[src/rtl/pipelined_cla_adder_pkg.sv]
// Shared constants and parameter legality rule for the adder family.
// Latency: n/a (package only).
// Backpressure: n/a (package only).
package pipelined_cla_adder_pkg;

  // Width of one carry-look-ahead group
  localparam int CLA_GRP = 4;

  // WIDTH must split into STAGES whole segments of 4-bit groups
  function automatic logic widths_legal(input int width, input int stages);
    if (stages < 1 || width < 1) begin
      return 1'b0;
    end
    return (width % (stages * CLA_GRP)) == 0;
  endfunction

endpackage

[src/rtl/pipelined_cla_adder_cla_block_4.sv]
// 4-bit carry-look-ahead block: sum plus group propagate/generate.
// Latency: combinational.
// Backpressure: none, pure datapath.
module cla_block_4
  import pipelined_cla_adder_pkg::*;
(
  input  logic [CLA_GRP-1:0] a,
  input  logic [CLA_GRP-1:0] b,
  input  logic               ci,
  output logic [CLA_GRP-1:0] s,
  output logic               p,
  output logic               g
);

  logic [CLA_GRP-1:0] bp;
  logic [CLA_GRP-1:0] bg;
  logic [CLA_GRP-1:0] c;

  // Bit propagate/generate, fully expanded look-ahead carries and group terms
  always_comb begin
    bp   = a ^ b;
    bg   = a & b;
    c[0] = ci;
    c[1] = bg[0] | (bp[0] & ci);
    c[2] = bg[1] | (bp[1] & bg[0]) | (bp[1] & bp[0] & ci);
    c[3] = bg[2] | (bp[2] & bg[1]) | (bp[2] & bp[1] & bg[0])
         | (bp[2] & bp[1] & bp[0] & ci);
    s    = bp ^ c;
    p    = &bp;
    g    = bg[3] | (bp[3] & bg[2]) | (bp[3] & bp[2] & bg[1])
         | (bp[3] & bp[2] & bp[1] & bg[0]);
  end

endmodule

[src/rtl/pipelined_cla_adder.sv]
// Pipelined CLA adder/subtractor; one WIDTH/STAGES-bit segment resolved per stage.
// Latency: STAGES cycles from accepted beat to out_valid, one beat per cycle throughput.
// Backpressure: whole pipe freezes when out_valid && !out_ready; in_ready follows combinationally.
module pipelined_cla_adder
  import pipelined_cla_adder_pkg::*;
#(
  parameter int WIDTH  = 32,
  parameter int STAGES = 4
) (
  input  logic             clk,
  input  logic             rst_n,
  input  logic             in_valid,
  output logic             in_ready,
  input  logic [WIDTH-1:0] a,
  input  logic [WIDTH-1:0] b,
  input  logic             cin,
  input  logic             sub,
  output logic             out_valid,
  input  logic             out_ready,
  output logic [WIDTH-1:0] s,
  output logic             cout,
  output logic             ovf
);

  localparam int SEG_W = WIDTH / STAGES;
  localparam int NGRP  = SEG_W / CLA_GRP;

  if (!widths_legal(WIDTH, STAGES)) begin : g_param_check
    $error("pipelined_cla_adder: WIDTH must be a multiple of STAGES*4 and STAGES >= 1");
  end

  logic             advance;
  logic [WIDTH-1:0] be;
  logic             ce;

  // The pipe moves as one unit whenever the output slot is free or being drained
  assign advance  = !out_valid || out_ready;
  assign in_ready = advance;

  // Subtraction is a + ~b + ~cin, so condition operands once at the entry
  assign be = b ^ {WIDTH{sub}};
  assign ce = cin ^ sub;

  for (genvar k = 0; k < STAGES; k++) begin : g_stage
    localparam int DONE = (k + 1) * SEG_W;

    logic [SEG_W-1:0] seg_a;
    logic [SEG_W-1:0] seg_b;
    logic [SEG_W-1:0] seg_s;
    logic             seg_ci;
    logic [NGRP:0]    gc;
    logic             vld_d;
    logic             vld_q;
    logic [DONE-1:0]  sum_d;
    logic [DONE-1:0]  sum_q;
    logic             co_q;

    // Stage 0 reads the live operands; later stages read the skewed slices
    if (k == 0) begin : g_src
      assign seg_a  = a[SEG_W-1:0];
      assign seg_b  = be[SEG_W-1:0];
      assign seg_ci = ce;
      assign vld_d  = in_valid;
      assign sum_d  = seg_s;
    end else begin : g_src
      assign seg_a  = g_stage[k-1].g_up.opa_q[SEG_W-1:0];
      assign seg_b  = g_stage[k-1].g_up.opb_q[SEG_W-1:0];
      assign seg_ci = g_stage[k-1].co_q;
      assign vld_d  = g_stage[k-1].vld_q;
      assign sum_d  = {seg_s, g_stage[k-1].sum_q};
    end

    // Groups inside a segment are chained through their group P/G terms
    assign gc[0] = seg_ci;
    for (genvar j = 0; j < NGRP; j++) begin : g_grp
      logic grp_p;
      logic grp_g;

      cla_block_4 u_cla (
        .a  (seg_a[j*CLA_GRP +: CLA_GRP]),
        .b  (seg_b[j*CLA_GRP +: CLA_GRP]),
        .ci (gc[j]),
        .s  (seg_s[j*CLA_GRP +: CLA_GRP]),
        .p  (grp_p),
        .g  (grp_g)
      );

      assign gc[j+1] = grp_g | (grp_p & gc[j]);
    end

    // Finished low sum bits, segment carry and valid advance together or hold
    always_ff @(posedge clk or negedge rst_n) begin
      if (!rst_n) begin
        vld_q <= 1'b0;
        sum_q <= '0;
        co_q  <= 1'b0;
      end else if (advance) begin
        vld_q <= vld_d;
        sum_q <= sum_d;
        co_q  <= gc[NGRP];
      end
    end

    if (k < STAGES - 1) begin : g_up
      localparam int UP_W = WIDTH - DONE;

      logic [UP_W-1:0] opa_d;
      logic [UP_W-1:0] opb_d;
      logic [UP_W-1:0] opa_q;
      logic [UP_W-1:0] opb_q;

      if (k == 0) begin : g_in
        assign opa_d = a[WIDTH-1:DONE];
        assign opb_d = be[WIDTH-1:DONE];
      end else begin : g_in
        assign opa_d = g_stage[k-1].g_up.opa_q[UP_W+SEG_W-1:SEG_W];
        assign opb_d = g_stage[k-1].g_up.opb_q[UP_W+SEG_W-1:SEG_W];
      end

      // Upper operand slices ride along until their segment's turn
      always_ff @(posedge clk or negedge rst_n) begin
        if (!rst_n) begin
          opa_q <= '0;
          opb_q <= '0;
        end else if (advance) begin
          opa_q <= opa_d;
          opb_q <= opb_d;
        end
      end
    end else begin : g_last
      logic c_msb;
      logic ovf_q;

      // Carry into the MSB recovered from its sum bit and conditioned operands
      assign c_msb = seg_a[SEG_W-1] ^ seg_b[SEG_W-1] ^ seg_s[SEG_W-1];

      // Signed overflow registered alongside the final slice
      always_ff @(posedge clk or negedge rst_n) begin
        if (!rst_n) begin
          ovf_q <= 1'b0;
        end else if (advance) begin
          ovf_q <= c_msb ^ gc[NGRP];
        end
      end
    end
  end

  assign out_valid = g_stage[STAGES-1].vld_q;
  assign s         = g_stage[STAGES-1].sum_q;
  assign cout      = g_stage[STAGES-1].co_q;
  assign ovf       = g_stage[STAGES-1].g_last.ovf_q;

endmodule

[config.mk]
export PLATFORM = sky130hd
export DESIGN_NAME = pipelined_cla_adder
export DESIGN_NICKNAME = d
export VERILOG_FILES = /design/src/rtl/pipelined_cla_adder_pkg.sv /design/src/rtl/pipelined_cla_adder_cla_block_4.sv /design/src/rtl/pipelined_cla_adder.sv
export SDC_FILE = /design/constraint.sdc
export NUM_CORES = 1
export LEC_CHECK = 0
export ABC_AREA = 1
export CORE_UTILIZATION = 40
export CTS_CLUSTER_SIZE = 30
export DETAILED_ROUTE_END_ITERATION = 6
export PLACE_DENSITY = 0.66
export SLEW_MARGIN = 20
export SYNTH_ARGS = -nofsm -noshare
export SYNTH_HDL_FRONTEND = slang
export SYNTH_HIERARCHICAL = 1
export SYNTH_SLANG_ARGS = --single-unit
[constraint.sdc]
create_clock -name clk -period 2.3 [get_ports clk]
set_input_delay 0.345 -clock clk [delete_from_list [all_inputs] [get_ports clk]]
set_output_delay 0.345 -clock clk [all_outputs]
set_load 0.02 [all_outputs]
==> out/qor.csv <==
metric,value,unit
DR WL/cell,11.42,um
clock-pin slew on the worst setup and hold paths,0.07,ns
Synth cell types,25,
f_max,463.8,MHz
I/O Pins,106,
Initial Utilization,40.90,%
first-pass GRT wire length,28.47,mm
Slew headroom,50.91,%
H-tree levels,4,
Final Slew Violations,0,
max-cap viol count,0,
NetSw,5.561,mW
"area leader, netlist",dfrtp_1,
Detail Placement HPWL,10.43,mm
GR peak layer,met2,
clock sinks,185,
final hold vios,0,
Final Wtd Congestion,0.8095,
Setup-failing EPs final,0,
GR Util met1,21.05,%
largest net degree at the start of global routing,183,
met3 Usage GRT,2.725,%
Die Wd,151.6,um
Worst Setup Start Kind,primary input,
Layout fillers,2149,
"Critical Path, Cell by Cell","clkdlybuf4s50_1, xor2_1, ha_1, nand2_1, nor2_2, nor2_2, o21bai_1, inv_1, nand2_2, inv_2, fa_2, inv_1, nand2_1, o21ai_1",
worst-path fanout max,3,
Combinational Power Share,41.5,%
total track usage,15.45,%
final worst-path cycle share,93.74,%
I/O Buffers,105,
Leakage,5.467,nW
Least-Margin Pin Slew,0.7363,ns
CTS tree,built,
power per cell area,1305,nW/um2
final WL,16.43,mm
Clock Latency Late Sink,0.42,ns
ys flop type,dfrtp_1,
syn_nets,1169,
grt met2 use,24.91,%
dpl ws,-0.2888,ns
asr flop ratio synth,100.0,%
WP data required,2.59,ns
clock share of power,19.6,%
"commonest non-fill, non-tap cell in the layout",nand2_1,
#FFs+latches synth,185,
placed cell count,1406,
P&R area growth vs syn,20.92,%
Synth warnings,6,
Switching Fraction,39.38,%
Sequential Power Share,39.0,%
CP peak stage delay,0.50,ns
layout cells sized above 1,5.263,%
Tightest Hold Check Type,primary input to register,
final hold slack,0.4547,ns
die area,22980,um2
critical path endpoint category,register,
Die H,151.6,um
overall power,14.12,mW
drt first-iter violations,392,
vias in the first global route,6277,
mapped cell area,8952,um2
Slowest cell on crit path,fa_2,
diode count,0,
sequential share of the synthesized area,51.71,%
Fin Clk Skew,0.006866,ns
internal power,8.562,mW
# DRC,0,
Max Root-Sink Buffers,2,
Period minus WS final,2.156,ns
Final WS setup,0.1439,ns
Rows,54,
"commonest non-fill, non-tap cells in the layout","nand2_1, dfrtp_1, clkdlybuf4s50_1",
"EDFF count, synth",0,
"Cell Count, Final, Fillers Out",1439,
Overflow after GRT,0,
Gate Count Post-Synth,1051,
drt first pass iters,7,
initial antenna violation count,0,
Antenna Nets Post-Route,0,
Synth top area share,51.71,%
CTS Buf Count,17,
status,"finished, final reports clean",
clock root buffer,clkbuf_16,
final-stage net count,1264,
Core Box Area,21890,um2
dominant cells by area after synthesis,"dfrtp_1, nand2_1, ha_1",
VDD IR max,1.103,mV
Crit path arrival time,2.45,ns
Crit Path Class,primary input to register,
Vias/cell,4.549,
Avg Synthesized Cell Area,8.518,um2
routed vias,6546,
## repair_timing
item | 4_1_cts | 5_1_grt
hold buffers | 1 | 0
endpoints found under the hold margin | 53 | 0
setup endpoints to repair | 0 | 6
gates resized for setup | 0 | 8
setup buffers | 0 | 0
## metrics by stage
step | utilization, % | setup TNS (ns) | instance area [um2]
final | 49.45 | 0 | 10830
after global routing | 49.45 | -0.01153 | 10830
after CTS | 49.26 | 0 | 10780
after detailed placement | 46.66 | -0.8617 | 10210
after global placement | 46.66 | -0.6565 | 10210
after floorplan | - | -0.05939 | 8972
## cell families (layout without fill, tap and decap cells)
logic type,count (synthesis),in the layout,share of synthesized area [%]
and+or+nand+nor,533,533,23.16
DFF,185,185,51.71
buffers and inverters,142,250,7.463
AOI/OAI and AO/OA,95,95,5.590
adders and majority gates,48,48,7.379
xor gates and xnor gates,48,48,4.696
## cell type report
| cell class | count | area, um2 | share of cell area [%] |
|---|---|---|---|
| Clock buffer | 17 | 425.4 | 3.930 |
| Clock inverter | 15 | 132.6 | 1.225 |
| Inverter | 98 | 370.4 | 3.421 |
| Multi-Input combinational cell | 724 | 3702 | 34.20 |
| Sequential cell | 185 | 4629 | 42.76 |
| Tap cell | 280 | 350.3 | 3.236 |
| Timing Repair Buffer | 120 | 1215 | 11.22 |
## worst max-delay path, delay by kind of cell
| family | cells | cell delay [ns] |
|---|---|---|
| adders and majority gates | 2 | 0.82 |
| buffers and inverters | 4 | 0.55 |
| and+or+nand+nor | 5 | 0.35 |
| AOI/OAI and AO/OA | 2 | 0.20 |
| xor gates and xnor gates | 1 | 0.16 |
## layer usage
layer  vias to the layer above  share of wire, %
li1                       3426                 -
met1                      3012                50
met2                        95                46
met3                        13               3.0
met4                         0               1.1
met5                         -                 0
## synth_stat cells, types with 9 or more instances
library cell,instances
ha_1,40
xor2_1,16
dfrtp_1,185
xnor2_1,32
o21ai_0,72
nand3_1,28
nand2_1,468
inv_1,97
buf_6,12
o21ai_1,9
buf_2,18
nor2_1,22
## path summary, 6_finish.rpt
| check | from | to | slack (ns) | cells past startpoint |
|---|---|---|---|---|
| setup / recovery | b[1] | g_stage[0].sum_q[4] | 0.14 | 14 |
| hold / removal | a[11] | g_stage[0].g_up.opa_q[3] | 0.45 | 3 |
| setup reg to reg | g_stage[1].g_up.opa_q[1] | g_stage[2].sum_q[21] | 0.17 | 11 |
| hold reg to reg | g_stage[2].vld_q | out_valid | 0.46 | 2 |
| max in group asynchronous | rst_n | g_stage[0].g_up.opa_q[23] | 1.16 | 3 |
| min in group asynchronous | rst_n | g_stage[0].g_up.opa_q[18] | 0.47 | 2 |
## registers in the layout (all words and copies together) (netlist names)
| signal | cells |
|---|---|
| s | 32 |
| g_stage.g_up.opa_q | 48 |
| out_valid | 1 |
| g_stage.co_q | 3 |
| g_stage.g_up.opb_q | 48 |
| ovf | 1 |
| cout | 1 |
| g_stage.sum_q | 48 |
| g_stage.vld_q | 3 |
## power groups by stage
stage               clock (mW)  combinational (mW)  sequential (mW)
finish                    2.76                5.85             5.51
global route              2.98                6.86             5.70
CTS                       2.86                5.89             5.51
detailed placement           0                5.83             5.55
global placement             0                5.69             5.53
floorplan                    0                4.00             5.72
No activity file was read; power rests on OpenSTA's default activity.
